--- config.mk ---
export PLATFORM = sky130hd
export DESIGN_NAME = handshake_receiver
export DESIGN_NICKNAME = d
export VERILOG_FILES = /design/src/rtl/handshake_pkg.sv /design/src/rtl/sync_fifo.sv /design/src/rtl/handshake_receiver.sv
export SDC_FILE = /design/constraint.sdc
export NUM_CORES = 1
export LEC_CHECK = 0
export BUFFER_PORTS_ARGS = -buffer_cell sky130_fd_sc_hd__buf_2
export CORE_UTILIZATION = 51
export CTS_CLUSTER_SIZE = 30
export DETAILED_ROUTE_END_ITERATION = 10
export HOLD_SLACK_MARGIN = 0.02
export PLACE_DENSITY_LB_ADDON = 0.3
export SLEW_MARGIN = 20
export SYNTH_ARGS = -nofsm -noshare
export SYNTH_HDL_FRONTEND = slang
export SYNTH_HIERARCHICAL = 1
export SYNTH_SLANG_ARGS = --single-unit
--- constraint.sdc ---
create_clock -name clk -period 3.71 [get_ports clk]
set_clock_uncertainty 0.05 [all_clocks]
set_input_delay 0.371 -clock clk [delete_from_list [all_inputs] [get_ports clk]]
set_output_delay 0.371 -clock clk [all_outputs]
set_load 0.02 [all_outputs]
--- src/rtl/handshake_pkg.sv ---
// Shared types and default sizes for the handshake receive path and its sibling stages.
package handshake_pkg;

    localparam int unsigned HS_WIDTH = 8;
    localparam int unsigned HS_DEPTH = 4;

    typedef enum logic [1:0] {
        RX_IDLE = 2'd0,
        RX_ACK  = 2'd1
    } rx_state_t;

endpackage

--- src/rtl/sync_fifo.sv ---
// Single-clock FIFO with occupancy count; pushes into a full FIFO and pops from an empty one
// are ignored.
module sync_fifo
    import handshake_pkg::*;
#(
    parameter int unsigned WIDTH = HS_WIDTH,
    parameter int unsigned DEPTH = HS_DEPTH
) (
    input  logic                     clk,
    input  logic                     reset,
    input  logic                     push,
    input  logic                     pop,
    input  logic [WIDTH-1:0]         wdata,
    output logic [WIDTH-1:0]         rdata,
    output logic                     full,
    output logic                     empty,
    output logic [$clog2(DEPTH):0]   level
);

    localparam int unsigned AW = $clog2(DEPTH);
    localparam logic [AW:0] FULL_LEVEL = (AW+1)'(DEPTH);

    logic [WIDTH-1:0] mem [DEPTH];
    logic [AW-1:0]    wr_ptr;
    logic [AW-1:0]    rd_ptr;
    logic             do_push;
    logic             do_pop;

    // Full and empty come from the registered level, so a same-cycle pop never frees room
    // for a same-cycle push.
    assign full    = (level == FULL_LEVEL);
    assign empty   = (level == '0);
    assign do_push = push && !full;
    assign do_pop  = pop && !empty;
    assign rdata   = mem[rd_ptr];

    always_ff @(posedge clk) begin
        if (!reset) begin
            wr_ptr <= '0;
            rd_ptr <= '0;
            level  <= '0;
        end else begin
            if (do_push) wr_ptr <= wr_ptr + 1'b1;
            if (do_pop)  rd_ptr <= rd_ptr + 1'b1;
            case ({do_push, do_pop})
                2'b10:   level <= level + 1'b1;
                2'b01:   level <= level - 1'b1;
                default: level <= level;
            endcase
        end
    end

    always_ff @(posedge clk) begin
        if (reset && do_push) mem[wr_ptr] <= wdata;
    end

endmodule

--- src/rtl/handshake_receiver.sv ---
// Four-phase request/acknowledge receiver: captures one word per rising request into a FIFO,
// withholds the acknowledge while full, and flags a request that is never released.
module handshake_receiver
    import handshake_pkg::*;
#(
    parameter int unsigned WIDTH   = HS_WIDTH,
    parameter int unsigned DEPTH   = HS_DEPTH,
    parameter int unsigned TIMEOUT = 16
) (
    input  logic                     clk,
    input  logic                     reset,
    input  logic                     devA,
    input  logic [WIDTH-1:0]         data_in,
    output logic                     devB,
    output logic [WIDTH-1:0]         out_data,
    output logic                     out_valid,
    input  logic                     out_ready,
    output logic [$clog2(DEPTH):0]   level,
    output logic [7:0]               rx_count,
    output logic                     err
);

    localparam int unsigned TW = $clog2(TIMEOUT + 1);
    localparam logic [TW-1:0] T_LIMIT = TW'(TIMEOUT);

    rx_state_t     state;
    logic [TW-1:0] tcnt;
    logic          push;
    logic          pop;
    logic          full;
    logic          empty;

    assign push      = (state == RX_IDLE) && devA && !full;
    assign pop       = out_valid && out_ready;
    assign out_valid = !empty;

    sync_fifo #(
        .WIDTH (WIDTH),
        .DEPTH (DEPTH)
    ) u_fifo (
        .clk   (clk),
        .reset (reset),
        .push  (push),
        .pop   (pop),
        .wdata (data_in),
        .rdata (out_data),
        .full  (full),
        .empty (empty),
        .level (level)
    );

    always_ff @(posedge clk) begin
        if (!reset) begin
            state    <= RX_IDLE;
            devB     <= 1'b0;
            tcnt     <= '0;
            rx_count <= '0;
            err      <= 1'b0;
        end else begin
            case (state)
                RX_IDLE: begin
                    if (push) begin
                        state <= RX_ACK;
                        devB  <= 1'b1;
                        tcnt  <= '0;
                    end
                end
                RX_ACK: begin
                    if (!devA) begin
                        state    <= RX_IDLE;
                        devB     <= 1'b0;
                        rx_count <= rx_count + 8'd1;
                    end else begin
                        if (tcnt != T_LIMIT) tcnt <= tcnt + 1'b1;
                        // This edge brings the count to the limit (or it is already there).
                        if (tcnt >= T_LIMIT - 1'b1) err <= 1'b1;
                    end
                end
                default: begin
                    state <= RX_IDLE;
                    devB  <= 1'b0;
                end
            endcase
        end
    end

endmodule

==> parameters.txt <==
Parameter                              Value

CTS
  Number of buffers created by CTS ... 5
  CTS H-tree lvls ... 2
  Clock-pin transition on the worst setup and hold timing paths ... 90 ps
  Clock network latency to the later pin of the worst-skew pair ... 300 ps
  Post CTS Setup Buffer Count ... 0
  Post-CTS Resized ... 0
  # clock sinks ... 56
  Number of hold buffers added after cts ... 0
  Root buffer cell ... clkbuf_8
  Max Buffers Root-to-Sink ... 2
  CTS tree ... done

Final layout
  Diodes inserted ... 0
  Footprint of the flip-flops and latches ... 1441 µm²
  Share of post-route cells with drive strength above 1 ... 23.53%
  Final net count ... 242
  Final Non-Filler Cells ... 273
  Signed area change from the synthesized netlist to the final layout ... 12.69%
  Multi-input gate area in the final layout ... 908.4 µm²
  Filler Cells Inserted ... 354

Global routing
  Tot GR Track Use ... 17.99%
  M3 GR Usage ... 5.271%
  Global-route met1 utilization ... 22.74%
  Number of antenna violations at the first check in global routing ... 0
  M2 GR Usage ... 30.24%
  Layer carrying the most global-route usage ... met2
  Maximum number of pins on one net before global-route repair ... 20
  First-pass GRT wire length ... 6844 µm
  Residual overflow from global routing ... 0
  Vias in the first global route ... 1481

Min path
  Min-delay src ... data_in[2]
  Hold/Removal Path Class ... in2reg

Drt
  Detailed router's first-iteration violation count ... 118
  Post-route antenna net violation count ... 0
  Final wirelength ... 4048 µm
  DR vias/cell ... 5.619
  Detailed Routing Iterations Pass 1 ... 9
  Detailed-route wire length per cell ... 14.83 µm
  Via Count ... 1534
  Count of unresolved DRC violations after routing ... 3

Power
  Worst voltage drop across the vdd grid ... 0.3066 mV
  Leakage power figure ... 1.037 nW
  Power density cells ... 460.9 nW/µm²

Synthesis
  YS warnings ... 6
  Share of async-settable or async-resettable flops after synthesis ... 0%
  Mapped cell area ... 2435 µm²
  Proportion of synthesized chip area in sequential cells ... 59.20%
  Count of unique library cells instantiated by Yosys ... 41
  Syn nets ... 209
  EDFF count, synth ... 32
  Cell count after synthesis ... 187
  Top_reg_cell synth ... edfxtp_1
  Syn avg cell area ... 13.02 µm²
  Number of synthesized register bits ... 56

STA
  Total negative slack ... 0 ps
  Slew at the pin closest to its max-slew limit ... 524.3 ps
  Final critical delay including setup and external delays ... 2698 ps
  Hold Fails Final Rpt ... 0
  Max-slew headroom at the worst pin ... 65.00%
  Achievable Freq ... 370.7 MHz
  Fin crit share ... 72.71%
  RSZ-0062 raised after global routing ... false
  Final setup violating endpoints ... 0
  Hold Slack ... 229.6 ps
  Fin. max-slew vios ... 0

Place
  Cell count after placement ... 265
  Number of buffers added on ports ... 33
  RePlAce Congestion ... 0.8372
  Post-detailed-placement half-perimeter wirelength ... 2902 µm

Critical path
  Critical path data arrival time ... 2880 ps
  Crit path required time ... 3890 ps
  Cell with the most instances on the worst path ... inv_1
  Kind of cell adding the most delay to the critical path ... simple AND/OR/NAND/NOR gates
  Series of cell instances along the critical path ... nor3b_2, or3b_1, inv_1, nor2b_1, inv_1, ha_1, inv_1, fa_1, xor2_1, or3_1, a21boi_0
  Longest individual stage delay on the worst path ... 440 ps
  Crit Path Category ... reg2reg
  Endpoint type of the worst setup path ... flip-flop
  Standard cell with the maximum stage delay on the critical path ... or3b_1
  Crit Reg-Reg Startpoint ... u_fifo/level[2]$_SDFFE_PN0P_
  Count of buffering cells on the critical path with inverters included ... 3
  Kind of start point of the critical path ... flip-flop
  Launch point of the critical path ... u_fifo/level[2]$_SDFFE_PN0P_
  CP max FO ... 7

Floorplan
  Horizontal die dimension ... 71.10 µm
  I/O pin cnt ... 34
  Placeable core area ... 4474 µm²
  Initial core utilization ... 54.42%
  Std cell rows ... 24
  Die height ... 71.10 µm
  Die footprint ... 5055 µm²

Job
  Max capacitance violation total ... 0

Run status
  Failing checks ... DRC
  Outcome ... finished with violations
logic make-up (layout without fill, tap and decap cells):
group / after synthesis / in the layout / synth area share (%)
AO/OA/AOI/OAI: 29 / 29 / 7.040
buffers and inverters: 21 / 55 / 3.494
AND/OR/NAND/NOR: 55 / 55 / 14.34
multiplexers: 12 / 12 / 9.044
XOR/XNOR: 4 / 4 / 1.439
flip-flops: 56 / 56 / 59.20
adder cells (fa/ha/maj): 10 / 10 / 5.447
cell usage after synthesis (2+ instances only):
master,instances,share of area (%)
and2_1,3,0.77
clkbuf_1,4,0.62
xor2_1,2,0.72
mux2i_1,4,1.6
edfxtp_1,32,39
nor2b_1,4,1.0
a21oi_1,10,2.1
o211ai_1,3,0.92
nand2_1,12,1.8
ha_1,9,4.6
buf_2,2,0.41
and3_1,5,1.3
nor2_1,3,0.46
o31ai_1,3,0.92
or3_1,4,1.0
xnor2_1,2,0.72
or4_1,3,0.92
inv_1,14,2.2
dfxtp_1,24,20
o21ai_0,9,1.8
nand4_1,3,0.77
mux4_2,8,7.4
nand3_1,6,1.2
where the power goes:
group          switching (mW)  internal [mW]
logic                  0.0959         0.0705
clock network           0.190          0.204
registers              0.0252          0.679
per-layer routing:
layer	part of all wire, %	vias up
met5	0	-
met4	1.5	0
met3	3.3	6
met2	49	31
met1	46	738
li1	-	759
sequential cells by signal (all words and copies together) (netlist names), named ones only:
register,cells
devB,1
err,1
rx_count,8
tcnt,5
u_fifo/level,3
u_fifo/mem,32
u_fifo/rd_ptr,2
u_fifo/wr_ptr,2
final timing paths:
kind	end	slack, ps	cells after the start
setup / recovery	u_fifo/level[2]$_SDFFE_PN0P_	1010	11
hold / removal	u_fifo/mem[2][2]$_DFFE_PP_	230	1
hold reg to reg	rx_count[6]$_SDFFE_PN0P_	450	2
setup reg to reg	u_fifo/level[2]$_SDFFE_PN0P_	1010	11
placed cells by master, fill, tap and decap left out, types with 2 or more instances in the layout:
cell	instances
nor2_1	3
nand4_1	3
and2_1	3
o21ai_0	9
and3_1	5
nand3_1	6
or3_1	4
inv_1	14
ha_1	9
or4_1	3
buf_2	33
edfxtp_1	32
o31ai_1	3
nor2b_1	4
xor2_1	2
mux4_2	8
dfxtp_1	24
o211ai_1	3
clkbuf_8	5
mux2i_1	4
xnor2_1	2
a21oi_1	10
nand2_1	12
final cells by class:
| class | count | share of cell area [%] |
|---|---|---|
| Timing Repair Buffer | 33 | 6.019 |
| Tap cell | 52 | 2.371 |
| Clock buffer | 6 | 2.645 |
| Multi-Input combinational cell | 110 | 33.11 |
| Clock inverter | 2 | 1.414 |
| Sequential cell | 56 | 52.53 |
| Inverter | 14 | 1.915 |
per-stage QoR:
stage          instance area (µm²)  setup slack (ps)  total power [mW]  util (%)
3_3_place_gp                  2633              1059            0.8817     58.84
3_5_place_dp                  2633             991.8            0.8875     58.84
4_1_cts                       2744             991.1             1.277     61.33
2_1_floorplan                 2435              1061            0.8360         -
6_report                      2744              1012             1.265     61.33
5_1_grt                       2744             786.0             1.324     61.33
No activity file was read; power rests on OpenSTA's default activity.
